File: config.mk
export PLATFORM = sky130hd
export DESIGN_NAME = host_reg_if
export DESIGN_NICKNAME = d
export VERILOG_FILES = /design/src/rtl/gfx_pkg.sv /design/src/rtl/bus_sync.sv /design/src/rtl/host_reg_if.sv
export SDC_FILE = /design/constraint.sdc
export NUM_CORES = 1
export LEC_CHECK = 0
export CAP_MARGIN = 20
export CORE_UTILIZATION = 65
export CTS_CLUSTER_DIAMETER = 120
export DETAILED_ROUTE_END_ITERATION = 12
export DONT_BUFFER_PORTS = 1
export PLACE_DENSITY = 0.86
export RECOVER_POWER = 50
export SLEW_MARGIN = 30
export SYNTH_ARGS = -nofsm -noshare
export SYNTH_HDL_FRONTEND = slang
export SYNTH_SLANG_ARGS = --single-unit
export TNS_END_PERCENT = 5
File: constraint.sdc
create_clock -name clk -period 6.8 [get_ports clk]
set_clock_uncertainty 0.2 [all_clocks]
set_input_delay 1.02 -clock clk [delete_from_list [all_inputs] [get_ports clk]]
set_output_delay 1.02 -clock clk [all_outputs]
set_load 0.02 [all_outputs]
File: src/rtl/gfx_pkg.sv
// Shared definitions for the graphics adapter: register map, display modes,
// control/status bit positions and text geometry defaults.
package gfx_pkg;

   localparam logic [3:0] REG_MODE    = 4'd0;
   localparam logic [3:0] REG_DATA    = 4'd1;
   localparam logic [3:0] REG_ADDR_LO = 4'd3;
   localparam logic [3:0] REG_ADDR_HI = 4'd4;
   localparam logic [3:0] REG_STATUS  = 4'd5;

   typedef enum logic [1:0] {
      MODE_MTXT = 2'd0,
      MODE_CTXT = 2'd1,
      MODE_LBMP = 2'd2,
      MODE_HBMP = 2'd3
   } disp_mode_e;

   // MODE[1] doubles as the linear-addressing select (both bitmap modes)
   localparam int unsigned MODE_LINEAR_BIT   = 1;
   localparam int unsigned MODE_AUTOINC_BIT  = 7;
   localparam int unsigned STATUS_VBLANK_BIT = 0;
   localparam int unsigned STATUS_PEND_BIT   = 7;

   localparam int unsigned COLS_DEF = 80;
   localparam int unsigned ROWS_DEF = 60;

   typedef enum logic [1:0] {
      WR_IDLE   = 2'd0,
      WR_STROBE = 2'd1,
      WR_INC    = 2'd2
   } wr_state_e;

   function automatic logic [15:0] xy_addr(input logic [7:0] row, input logic [6:0] col);
      return {1'b0, row, col};
   endfunction

endpackage

File: src/rtl/bus_sync.sv
// Multi-stage flip-flop synchronizer for a bundle of asynchronous host bus
// signals; all stages clear on reset.
module bus_sync
   import gfx_pkg::*;
#(
   parameter int unsigned WIDTH  = 1,
   parameter int unsigned STAGES = 2
) (
   input  logic             clk,
   input  logic             rst_n,
   input  logic [WIDTH-1:0] d,
   output logic [WIDTH-1:0] q
);

   logic [WIDTH-1:0] stage [STAGES];

   always_ff @(posedge clk or negedge rst_n) begin
      if (!rst_n) begin
         for (int unsigned i = 0; i < STAGES; i++) stage[i] <= '0;
      end else begin
         stage[0] <= d;
         for (int unsigned i = 1; i < STAGES; i++) stage[i] <= stage[i-1];
      end
   end

   assign q = stage[STAGES-1];

endmodule

File: src/rtl/host_reg_if.sv
// Host bus front end: synchronizes 1 MHz host cycles into the fabric clock,
// holds the control registers and turns DATA writes into screen RAM strobes.
module host_reg_if
   import gfx_pkg::*;
#(
   parameter int unsigned SYNC_STAGES = 2,
   parameter int unsigned COLS        = COLS_DEF,
   parameter int unsigned ROWS        = ROWS_DEF,
   parameter int unsigned ADDR_W      = 16
) (
   input  logic              clk,
   input  logic              rst_n,
   input  logic              bus_clk,
   input  logic              bus_cs_n,
   input  logic [3:0]        bus_rs,
   input  logic              bus_we_n,
   input  logic [7:0]        bus_data_i,
   output logic [7:0]        bus_data_o,
   output logic              bus_data_oe,
   input  logic              vblank_i,
   output logic [1:0]        mode_o,
   output logic              scr_wr_en,
   output logic [ADDR_W-1:0] scr_wr_addr,
   output logic [7:0]        scr_wr_data
);

   logic        bus_act;
   logic [1:0]  ctl_s;
   logic [11:0] dat_s;
   logic        act_s, we_n_s, act_q;
   logic [3:0]  rs_s;
   logic [7:0]  data_s;

   logic [3:0]  hold_rs;
   logic        hold_we_n;
   logic [7:0]  hold_data;
   logic        commit;

   wr_state_e   state;
   logic [7:0]  mode_reg, data_reg, addr_lo, addr_hi;
   logic        wr_pending, vblank_q;

   logic [6:0]  col_cur, col_nxt;
   logic [7:0]  row_nxt;
   logic [15:0] lin_nxt, addr_cur;
   logic [7:0]  rd_mux;

   assign bus_act     = bus_clk & ~bus_cs_n;
   assign bus_data_oe = bus_clk & ~bus_cs_n & bus_we_n;

   bus_sync #(.WIDTH(2), .STAGES(SYNC_STAGES)) u_sync_ctl (
      .clk   (clk),
      .rst_n (rst_n),
      .d     ({bus_act, bus_we_n}),
      .q     (ctl_s)
   );

   bus_sync #(.WIDTH(12), .STAGES(SYNC_STAGES)) u_sync_dat (
      .clk   (clk),
      .rst_n (rst_n),
      .d     ({bus_rs, bus_data_i}),
      .q     (dat_s)
   );

   assign act_s  = ctl_s[1];
   assign we_n_s = ctl_s[0];
   assign rs_s   = dat_s[11:8];
   assign data_s = dat_s[7:0];

   // Fields are held from the last active sample so the commit on the
   // falling edge of act sees settled values.
   always_ff @(posedge clk or negedge rst_n) begin
      if (!rst_n) begin
         act_q     <= 1'b0;
         hold_rs   <= '0;
         hold_we_n <= 1'b1;
         hold_data <= '0;
      end else begin
         act_q <= act_s;
         if (act_s) begin
            hold_rs   <= rs_s;
            hold_we_n <= we_n_s;
            hold_data <= data_s;
         end
      end
   end

   assign commit = act_q & ~act_s & ~hold_we_n;

   always_comb begin
      lin_nxt  = {addr_hi, addr_lo} + 16'd1;
      col_cur  = addr_lo[6:0];
      col_nxt  = col_cur + 7'd1;
      row_nxt  = addr_hi + 8'd1;
      if (32'(col_cur) >= COLS - 1) begin
         col_nxt = '0;
         row_nxt = (32'(addr_hi) >= ROWS - 1) ? '0 : addr_hi + 8'd1;
      end else begin
         row_nxt = addr_hi;
      end
      addr_cur = mode_reg[MODE_LINEAR_BIT] ? {addr_hi, addr_lo} : xy_addr(addr_hi, col_cur);
   end

   always_ff @(posedge clk or negedge rst_n) begin
      if (!rst_n) begin
         state       <= WR_IDLE;
         mode_reg    <= '0;
         data_reg    <= '0;
         addr_lo     <= '0;
         addr_hi     <= '0;
         wr_pending  <= 1'b0;
         scr_wr_en   <= 1'b0;
         scr_wr_addr <= '0;
         scr_wr_data <= '0;
      end else begin
         case (state)
            WR_IDLE: begin
               if (commit && hold_rs == REG_DATA) begin
                  scr_wr_data <= hold_data;
                  scr_wr_addr <= ADDR_W'(addr_cur);
                  scr_wr_en   <= 1'b1;
                  wr_pending  <= 1'b1;
                  state       <= WR_STROBE;
               end
            end
            WR_STROBE: begin
               scr_wr_en <= 1'b0;
               if (mode_reg[MODE_AUTOINC_BIT]) begin
                  state <= WR_INC;
               end else begin
                  wr_pending <= 1'b0;
                  state      <= WR_IDLE;
               end
            end
            WR_INC: begin
               if (mode_reg[MODE_LINEAR_BIT]) begin
                  {addr_hi, addr_lo} <= lin_nxt;
               end else begin
                  addr_hi <= row_nxt;
                  addr_lo <= {addr_lo[7], col_nxt};
               end
               wr_pending <= 1'b0;
               state      <= WR_IDLE;
            end
            default: begin
               scr_wr_en  <= 1'b0;
               wr_pending <= 1'b0;
               state      <= WR_IDLE;
            end
         endcase

         // A host write wins over the cursor update should the two ever meet
         if (commit) begin
            case (hold_rs)
               REG_MODE:    mode_reg <= hold_data;
               REG_DATA:    data_reg <= hold_data;
               REG_ADDR_LO: addr_lo  <= hold_data;
               REG_ADDR_HI: addr_hi  <= hold_data;
               default:     ;
            endcase
         end
      end
   end

   always_comb begin
      rd_mux = '0;
      case (rs_s)
         REG_MODE:    rd_mux = mode_reg;
         REG_DATA:    rd_mux = data_reg;
         REG_ADDR_LO: rd_mux = addr_lo;
         REG_ADDR_HI: rd_mux = addr_hi;
         REG_STATUS: begin
            rd_mux[STATUS_VBLANK_BIT] = vblank_q;
            rd_mux[STATUS_PEND_BIT]   = wr_pending;
         end
         default:     rd_mux = '0;
      endcase
   end

   always_ff @(posedge clk or negedge rst_n) begin
      if (!rst_n) begin
         vblank_q   <= 1'b0;
         bus_data_o <= '0;
      end else begin
         vblank_q   <= vblank_i;
         bus_data_o <= rd_mux;
      end
   end

   assign mode_o = mode_reg[1:0];

endmodule

==> metrics.yaml, run 1 <==
outcome: "finished, final reports clean"
place_congestion: 0.8508
post-route-util: 0.7179
cp_num_cells: 5
multi_input_area_um2: 1807
overflow: 0
grt_start_max_net_pins: 112
synth_top_family_by_area: "multiplexers"
startpoint: "u_sync_ctl.q[1]"
antenna_found_initial: 0
synth_cell_types: 54
power.density_nw_per_um2: 329.8
syn_area_per_cell_um2: 12.02
max_freq_mhz: 271.0
crit_chain: "or4b_1, nor4b_4, nor3b_4, buf_4, mux2_2"
crit_family: "simple AND/OR/NAND/NOR gates"
critPathArrivalTime_ns: 3.75
hold_buffers: 0
drc_errors: 0
synthToLayoutAreaGrowth_pct: 5.483
final_cell_mix: "dfrtp_1 (109), mux2_2 (44), nor2_1 (29), nand2_1 (23), a21oi_1 (22)"
grt_pass1_wl_mm: 15.66
cts_tree: "built"
syn_area_um2: 4701
final_antenna_net_count: 0
start_util: 0.6806
crit_path_end: "scr_wr_data[4]"
port_buffers: 0
synth_warnings: 0
synth-seq-cells: 111
ios: 54
vias: 3022
cp_slowest_cell: "or4b_1"
r2r-end: "scr_wr_data[4]"
crit_path_max_incr_delay_ns: 0.76
drt_first_iter_violations: 260
drive_above_1_share: 0.1906
top_register: "scr_wr_addr"
cts_max_level: 3
cts_resized: 0
hp-class: "input port to asynchronous set/reset pin"
muxShareOfSynthArea: 0.1352
dieArea_um2: 7576
synth_compound_area_frac: 0.1137
largest_reg_flops: 16
ir_drop_mv: 0.2353
fp.dieH_um: 87.04
synth-simple-area-share: 0.1145
place_inst: 463
period_needed_ns: 3.690
core_area_um2: 6907
start_kind: "register"
slew_headroom: 0.4658
synth_top_area_share: 0.5856
synth_nets: 411
critPathKind: "register to register"
worstRegToRegCells: 5
finalSetupViolCount: 0
tightest_slew_ns: 0.7947
antenna_cells: 0
mostFrequentLayoutCell: "dfrtp_1"
seq_area_um2: 2780
dp_hpwl_mm: 6.538
synth_xor_area_frac: 0.01118
cts_num_sinks: 111
nNetsFinal: 398
synth_seq_area_share: 0.5912
final_cells: 479
worstPathMaxFanout: 23
n_fill_cell: 474
cap_violations: 0
r2r_slack_ns: 3.11
required_ns: 6.86
synth_edf_count: 0
root_buffer: "clkbuf_8"
timing.final.crit_share: 0.5427
post_cts_buffers: 0
clk_pin_slew_ns: 0.10
slew_violations: 0
grt_pass1_vias: 3048
crit_buf_inv: 1
ys.flop_type: "dfrtp_1"
cts_buffer_depth: 2
first_pass_iters: 5
grt_setup_unrepaired: "false"
hold_viol: 0
ys_top_cells_by_area: "dfrtp_1 (59%), mux2_2 (11%), mux2i_1 (3.0%)"
yosysTopAreaCell: "dfrtp_1"
p_leak_nw: 2.118
rows: 30
synth_cells: 391
clk_latency_ns: 0.38
avgRoutedWirePerCell_um: 20.28
synthAdderAreaFrac: 0.005323
die_w_um: 87.04
timing.setup.tns_ns: 0
routed_wl_mm: 9.712
crit_path_end_kind: "register"
numCtsBuffers: 9
routed_via_density: 6.309
grt_use_total: 0.2834
synthArstFlopShare: 1.000
rr_startpoint: "u_sync_ctl.q[1]"
==> worst min path at each step <==
stage / startpoint / to / depth (start not counted)
finish: rst_n / bus_data_o[4] / 0
global route: rst_n / scr_wr_addr[10] / 0
CTS: rst_n / vblank_q / 0
detailed placement: u_sync_dat.stage[20] / u_sync_dat.q[8] / 0
global placement: u_sync_dat.stage[20] / u_sync_dat.q[8] / 0
floorplan: u_sync_ctl.stage[2] / u_sync_ctl.q[0] / 0
==> metrics by stage <==
step           hold WS (ns)  power, mW  cell area (um^2)  worst slack (ns)
2_1_floorplan        0.1312      1.152              4701             4.001
3_3_place_gp         0.1317      1.215              4718             3.266
3_5_place_dp         0.1347      1.234              4731             3.151
4_1_cts              0.1091      1.640              4949             3.136
5_1_grt              0.1114      1.713              4959             2.912
6_report             0.1290      1.635              4959             3.110
==> power by group <==
| group | switching [mW] | internal, mW | leakage [nW] |
|---|---|---|---|
| registers | 0.231 | 0.779 | 1.40 |
| logic | 0.0901 | 0.126 | 0.604 |
| clock network | 0.231 | 0.178 | 0.109 |
==> cell type report <==
| cell class | count | share of cell area |
|---|---|---|
| flip-flops and latches | 111 | 0.5607 |
| multi-input cells | 249 | 0.3644 |
| clock buffers | 9 | 0.02498 |
| well taps | 96 | 0.02422 |
| clock inverters | 7 | 0.01893 |
| inverters | 5 | 0.003785 |
| repair buffers | 2 | 0.003028 |
==> kinds of logic after synthesis <==
group | count (synthesis)
simple gates | 103
mux | 58
fa+ha+maj | 2
xor+xnor | 6
flops | 111
compound gates | 80
buf+inv | 31
==> metal layers <==
metal  part of all wire  vias to the layer above  GRT usage
li1                   -                     1382          -
met1               0.43                     1470     0.3821
met2               0.48                      143     0.4545
met3              0.062                       27    0.03791
met4              0.031                        0     0.1470
met5                  0                        -          0
==> Yosys cell counts (2+ instances only) <==
| library cell | instances |
|---|---|
| a211oi_1 | 4 |
| a21o_1 | 6 |
| a21oi_1 | 22 |
| a221o_1 | 6 |
| a22oi_1 | 2 |
| a31oi_1 | 6 |
| and2_1 | 4 |
| buf_1 | 3 |
| buf_4 | 3 |
| clkbuf_1 | 18 |
| dfrtp_1 | 110 |
| ha_1 | 2 |
| inv_1 | 5 |
| mux2_2 | 44 |
| mux2i_1 | 14 |
| nand2_1 | 23 |
| nand2b_1 | 2 |
| nand3_1 | 10 |
| nand4_1 | 3 |
| nor2_1 | 29 |
| nor2b_1 | 4 |
| nor3_1 | 11 |
| nor4_1 | 4 |
| o21ai_0 | 14 |
| o22ai_1 | 2 |
| o31ai_1 | 4 |
| o41ai_1 | 2 |
| or2_2 | 2 |
| or3_1 | 2 |
| xnor2_1 | 6 |
Power figures use the tool's default switching activity.
==> run 2, diff against run 1 <==
CORE_UTILIZATION = 57   (was 65)
PLACE_DENSITY = 0.8   (was 0.86)
clock period = 3.2 ns   (was 6.8 ns; I/O delays follow)
==> run 2 against run 1 <==
Against the previous run:
- the run now ends with hold timing left
- flip-flop and latch count is the same
- utilization fell by 6.4 points
- critical path depth stayed put
- clock-buffer cell count did not move
- sequential share of layout area down 1.9 points
- hold slack worse by 0.55 ns
- critical path type unchanged
==> metrics.yaml, run 2 (synthesized netlist as in run 1, its figures left out) <==
start_kind: "register"
root_buffer: "clkbuf_8"
ir_drop_mv: 0.4237  # +80%
ios: 54  # unchanged
grt_pass1_vias: 3264  # +7.1%
hold_ws_ns: -0.4239  # -0.5528 ns
fp.dieH_um: 92.81  # +6.6%
largest_reg_flops: 16  # unchanged
routed_wl_mm: 10.04  # +3.4%
final_area_um2: 5132  # +3.5%
antenna_cells: 0  # unchanged
cts_buffer_depth: 2  # unchanged
grt_setup_unrepaired: "false"
clk_latency_ns: 0.38  # about the same
timing.final.crit_share: 0.8358  # +0.2931
n_fill_cell: 581  # +23%
numCtsBuffers: 9  # unchanged
rr_startpoint: "u_sync_ctl.q[1]"
violations: "hold timing"
r2r-end: "addr_hi[4]"
startpoint: "u_sync_ctl.q[1]"
swShare: 0.3467  # +0.009222
r2r_slack_ns: 0.53  # -2.58 ns
drive_above_1_share: 0.1921  # +0.001518
pwr-share-comb: 0.152  # +0.020
final_antenna_net_count: 0  # unchanged
antenna_found_initial: 0  # unchanged
first_pass_iters: 4  # -1
worstPathMaxFanout: 10  # -57%
port_buffers: 0  # unchanged
power.density_nw_per_um2: 667.5  # +100%
intPower_mw: 2.238  # +110%
required_ns: 3.28  # -3.58 ns
place_inst: 477  # +3.0%
crit_path_end_kind: "register"
top_register: "scr_wr_addr"
hp-class: "input port to asynchronous set/reset pin"
max_freq_mhz: 373.9  # +38%
critPathArrivalTime_ns: 2.75  # -1.00 ns
hold_buffers: 15  # +15
crit_path_max_incr_delay_ns: 0.83  # +0.07 ns
core_area_um2: 7848  # +14%
final_cells: 508  # +6.1%
p_switching_mw: 1.188  # +120%
grt_use_total: 0.2585  # -0.02493
synthToLayoutAreaGrowth_pct: 9.183
vias: 3122  # +3.3%
overflow: 0  # unchanged
avgRoutedWirePerCell_um: 19.77  # -2.5%
start_util: 0.5990  # -0.08160
drt_first_iter_violations: 283  # +8.8%
dieArea_um2: 8614  # +14%
grt_pass1_wl_mm: 16.62  # +6.1%
cp_slowest_cell: "or4b_2"
outcome: "finished, violations left"
critPathKind: "register to register"
post_cts_buffers: 0  # unchanged
crit_path_end: "addr_hi[4]"
power_frac_seq: 0.616  # -0.002
power_frac_clock: 0.232  # -0.018
nNetsFinal: 421  # +5.8%
cts_max_level: 3  # unchanged
clk_pin_slew_ns: 0.11  # about the same
dp_hpwl_mm: 6.695  # +2.4%
p_leak_nw: 2.200  # +3.9%
place_congestion: 0.9178  # +7.9%
grt_start_max_net_pins: 112  # unchanged
place_area_um2: 4792  # +1.3%
mostFrequentLayoutCell: "dfrtp_1"
timing.setup.tns_ns: 0  # unchanged
cap_violations: 0  # unchanged
worstRegToRegCells: 5  # unchanged
die_w_um: 92.81  # +6.6%
cts_resized: 0  # unchanged
finalSetupViolCount: 0  # unchanged
drc_errors: 0  # unchanged
period_needed_ns: 2.675  # -1.016 ns
cts_num_sinks: 111  # unchanged
slew_headroom: 0.4796  # +0.01379
rows: 32  # +6.7%
crit_chain: "or4b_1, or4b_2, nand2_1, a211oi_1, a31o_2"
slew_violations: 0  # unchanged
routed_via_density: 6.146  # -2.6%
cts_tree: "built"
hold_viol: 111  # +111
tightest_slew_ns: 0.7807  # -0.01407 ns
final_cell_mix: "dfrtp_1 (110), mux2_2 (44), nor2_1 (29), nand2_1 (23), a21oi_1 (22)"
[run 2: cell type report]
class / count / area, um^2 / share of cell area
multi-input combinational: 249 / 1792 / 0.3491
tap: 102 / 127.6 / 0.02487
clock inverter: 7 / 70.07 / 0.01365
sequential: 111 / 2779 / 0.5414
inverter: 5 / 18.77 / 0.003657
clock buffer: 9 / 123.9 / 0.02413
timing repair buffer: 25 / 221.5 / 0.04315
[run 2: power groups by stage]
stage | Sequential [mW] | Combinational [mW] | Clock [mW]
after floorplan | 1.94 | 0.510 | 0
after global placement | 2.12 | 0.478 | 0
after detailed placement | 2.14 | 0.499 | 0
after CTS | 2.11 | 0.518 | 0.811
after global routing | 2.14 | 0.582 | 0.866
final | 2.11 | 0.520 | 0.796
[run 2: critical path, delay by kind of cell (launching register included)]
| kind | cells | cell delay, ns |
|---|---|---|
| AO/OA/AOI/OAI | 2 | 0.29 |
| AND/OR/NAND/NOR | 3 | 1.71 |
| flip-flops | 1 | 0.38 |
[run 2: how the worst min path moves through the flow]
stage	to	slack [ns]	cells past startpoint
floorplan	act_q	-0.02	0
global placement	scr_wr_addr[10]	-0.01	0
detailed placement	scr_wr_addr[11]	-0.01	0
CTS	addr_hi[0]	-0.43	0
global route	hold_data[2]	-0.44	0
finish	scr_wr_addr[9]	-0.42	0
[run 2: per-stage QoR]
step	utilization	total power [mW]	setup slack, ns
after floorplan	-	2.449	0.4013
after detailed placement	0.6107	2.634	0.5412
after CTS	0.6545	3.436	0.5362
after global routing	0.6540	3.589	0.4416
after global placement	0.6099	2.595	0.5712
final	0.6540	3.426	0.5254
[run 2: layer usage]
metal | GRT usage | up-vias | share of wire
met5 | 0 | - | 0
met4 | 0.1090 | 0 | 0.027
met3 | 0.04598 | 20 | 0.052
met2 | 0.4173 | 105 | 0.48
met1 | 0.3454 | 1564 | 0.44
li1 | - | 1433 | -
==> run 3, diff against run 2 <==
CORE_UTILIZATION = 63   (was 57)
PLACE_DENSITY = 0.84   (was 0.8)
clock period = 2.8 ns   (was 3.2 ns; I/O delays follow)
==> run 3 against run 2 <==
Against the previous run:
- the run still ends with hold timing left
- routed wire length rose by 3.3%
- maximum frequency rose by 1.7%
- via count rose by 3.5%
- worst setup slack got worse by 0.36 ns
- global-route usage rose by 3.7 points
- sequential share of layout area fell by 0.41 points
- clock power rose by 16%
- critical endpoint unchanged
- flip-flop and latch count did not move
- sequential power rose by 15%
==> metrics.yaml, run 3 (synthesized netlist as in run 1, its figures left out) <==
outcome: "finished, violations left"
violations: "hold timing"
dp_hpwl_mm: 6.909  # +3.2%
port_buffers: 0  # unchanged
hp-class: "input port to asynchronous set/reset pin"
tightest_slew_ns: 0.5291  # -0.2516 ns
cts_max_level: 3  # unchanged
final_area_um2: 5171  # +0.76%
grt_pass1_wl_mm: 16.69  # +0.42%
crit_path_end_kind: "register"
cp_slowest_cell: "or4b_2"
cts_tree: "built"
synthToLayoutAreaGrowth_pct: 10.01
met3_usage: 0.07090  # +0.02492
grt_use_total: 0.2959  # +0.03741
place_area_um2: 4820  # +0.57%
p_switching_mw: 1.358  # +14%
avgRoutedWirePerCell_um: 20.30  # +2.7%
final_cell_mix: "dfrtp_1 (110), mux2_2 (44), nor2_1 (29), nand2_1 (23), a21oi_1 (22)"
critPathArrivalTime_ns: 2.70  # -0.05 ns
cts_resized: 0  # unchanged
mostFrequentLayoutCell: "dfrtp_1"
power_frac_clock: 0.234  # +0.002
fp.dieH_um: 88.38  # -4.8%
overflow: 0  # unchanged
hold_ws_ns: -0.4747  # -0.05087 ns
drc_errors: 0  # unchanged
root_buffer: "clkbuf_8"
grtUsageMet1: 0.3897  # +0.04434
vias: 3232  # +3.5%
antenna_found_initial: 0  # unchanged
core_area_um2: 7214  # -8.1%
place_congestion: 0.8787  # -4.3%
numCtsBuffers: 9  # unchanged
cap_violations: 0  # unchanged
power.density_nw_per_um2: 762.7  # +14%
dieArea_um2: 7811  # -9.3%
clk_latency_ns: 0.38  # about the same
p_leak_nw: 2.234  # +1.5%
hold_viol: 111  # unchanged
grt_pass1_vias: 3239  # -0.77%
n_fill_cell: 535  # -7.9%
worstPathMaxFanout: 5  # -5
routed_via_density: 6.325  # +2.9%
required_ns: 2.87  # -0.41 ns
crit_chain: "or4b_1, or4b_2, nand2_1, a211oi_1, a31o_2"
ir_drop_mv: 0.5211  # +23%
timing.setup.tns_ns: 0  # unchanged
intPower_mw: 2.586  # +16%
grt_use_met2: 0.4769  # +0.05964
start_kind: "register"
hold_buffers: 16  # +1
crit_path_max_incr_delay_ns: 0.76  # -0.07 ns
max_freq_mhz: 380.3  # +1.7%
grt_setup_unrepaired: "false"
die_w_um: 88.38  # -4.8%
cts_num_sinks: 111  # unchanged
slew_headroom: 0.6473  # +0.1677
largest_reg_flops: 16  # unchanged
cts_buffer_depth: 2  # unchanged
seq_area_um2: 2779  # unchanged
power_frac_seq: 0.614  # -0.002
ios: 54  # unchanged
nNetsFinal: 427  # +1.4%
rows: 31  # -3.1%
slew_violations: 0  # unchanged
drt_first_iter_violations: 181  # -36%
final_cells: 511  # +0.59%
timing.final.crit_share: 0.9392  # +0.1034
pwr-share-comb: 0.152  # about the same
period_needed_ns: 2.630  # -0.04494 ns
critPathKind: "register to register"
antenna_cells: 0  # unchanged
multi_input_area_um2: 1785  # -0.35%
top_usage_layer: "met2"
routed_wl_mm: 10.37  # +3.3%
finalSetupViolCount: 0  # unchanged
post_cts_buffers: 0  # unchanged
grt_start_max_net_pins: 112  # unchanged
start_util: 0.6516  # +0.05257
final_antenna_net_count: 0  # unchanged
swShare: 0.3443  # -0.002485
drive_above_1_share: 0.1990  # +0.006911
first_pass_iters: 5  # +1
top_register: "scr_wr_addr"
place_inst: 479  # +0.42%
clk_pin_slew_ns: 0.11  # about the same
## run 3: cell type report
class / instances / area share
repair buffers: 31 / 0.05275
clock buffers: 11 / 0.02734
inverters: 5 / 0.003629
well taps: 99 / 0.02395
multi-input cells: 249 / 0.3453
flip-flops and latches: 111 / 0.5374
clock inverters: 5 / 0.009678
## run 3: layer usage
layer | routed length, um | up-vias
li1 | - | 1445
met1 | 4247 | 1609
met3 | 777 | 26
met2 | 5076 | 152
met5 | 0 | -
met4 | 270 | 0
## run 3: worst paths after layout
check | from | to | slack (ns) | depth (start not counted)
min in group clk | u_sync_dat.stage[12] | u_sync_dat.q[0] | 0.16 | 0
worst min register to register | u_sync_dat.stage[12] | u_sync_dat.q[0] | 0.16 | 0
worst min-delay path | rst_n | scr_wr_addr[13] | -0.47 | 0
max in group asynchronous | rst_n | hold_we_n | 2.65 | 0
worst max register to register | u_sync_ctl.q[1] | addr_hi[4] | 0.17 | 5
worst max-delay path | u_sync_ctl.q[1] | addr_hi[4] | 0.17 | 5
## run 3: power groups by stage
stage	clock (mW)	sequential [mW]	combinational (mW)
finish	0.924	2.42	0.599
global route	1.00	2.47	0.662
CTS	0.932	2.42	0.594
detailed placement	0	2.45	0.573
global placement	0	2.43	0.537
floorplan	0	2.22	0.583
## run 3: metrics by stage
stage	worst slack, ns	utilization	hold WS (ns)	total power [mW]
after floorplan	0.001337	-	-0.07559	2.798
after global placement	0.2563	0.6681	-0.07231	2.962
after detailed placement	0.2312	0.6681	-0.07339	3.021
after CTS	0.2064	0.7168	-0.4905	3.943
after global routing	0.07075	0.7168	-0.4989	4.128
final	0.1703	0.7168	-0.4747	3.944
## run 3: critical path: cells and delay by family, from the launching register on
family | cells | cell delay, ns
compound gates | 2 | 0.29
simple gates | 3 | 1.63
flops | 1 | 0.40
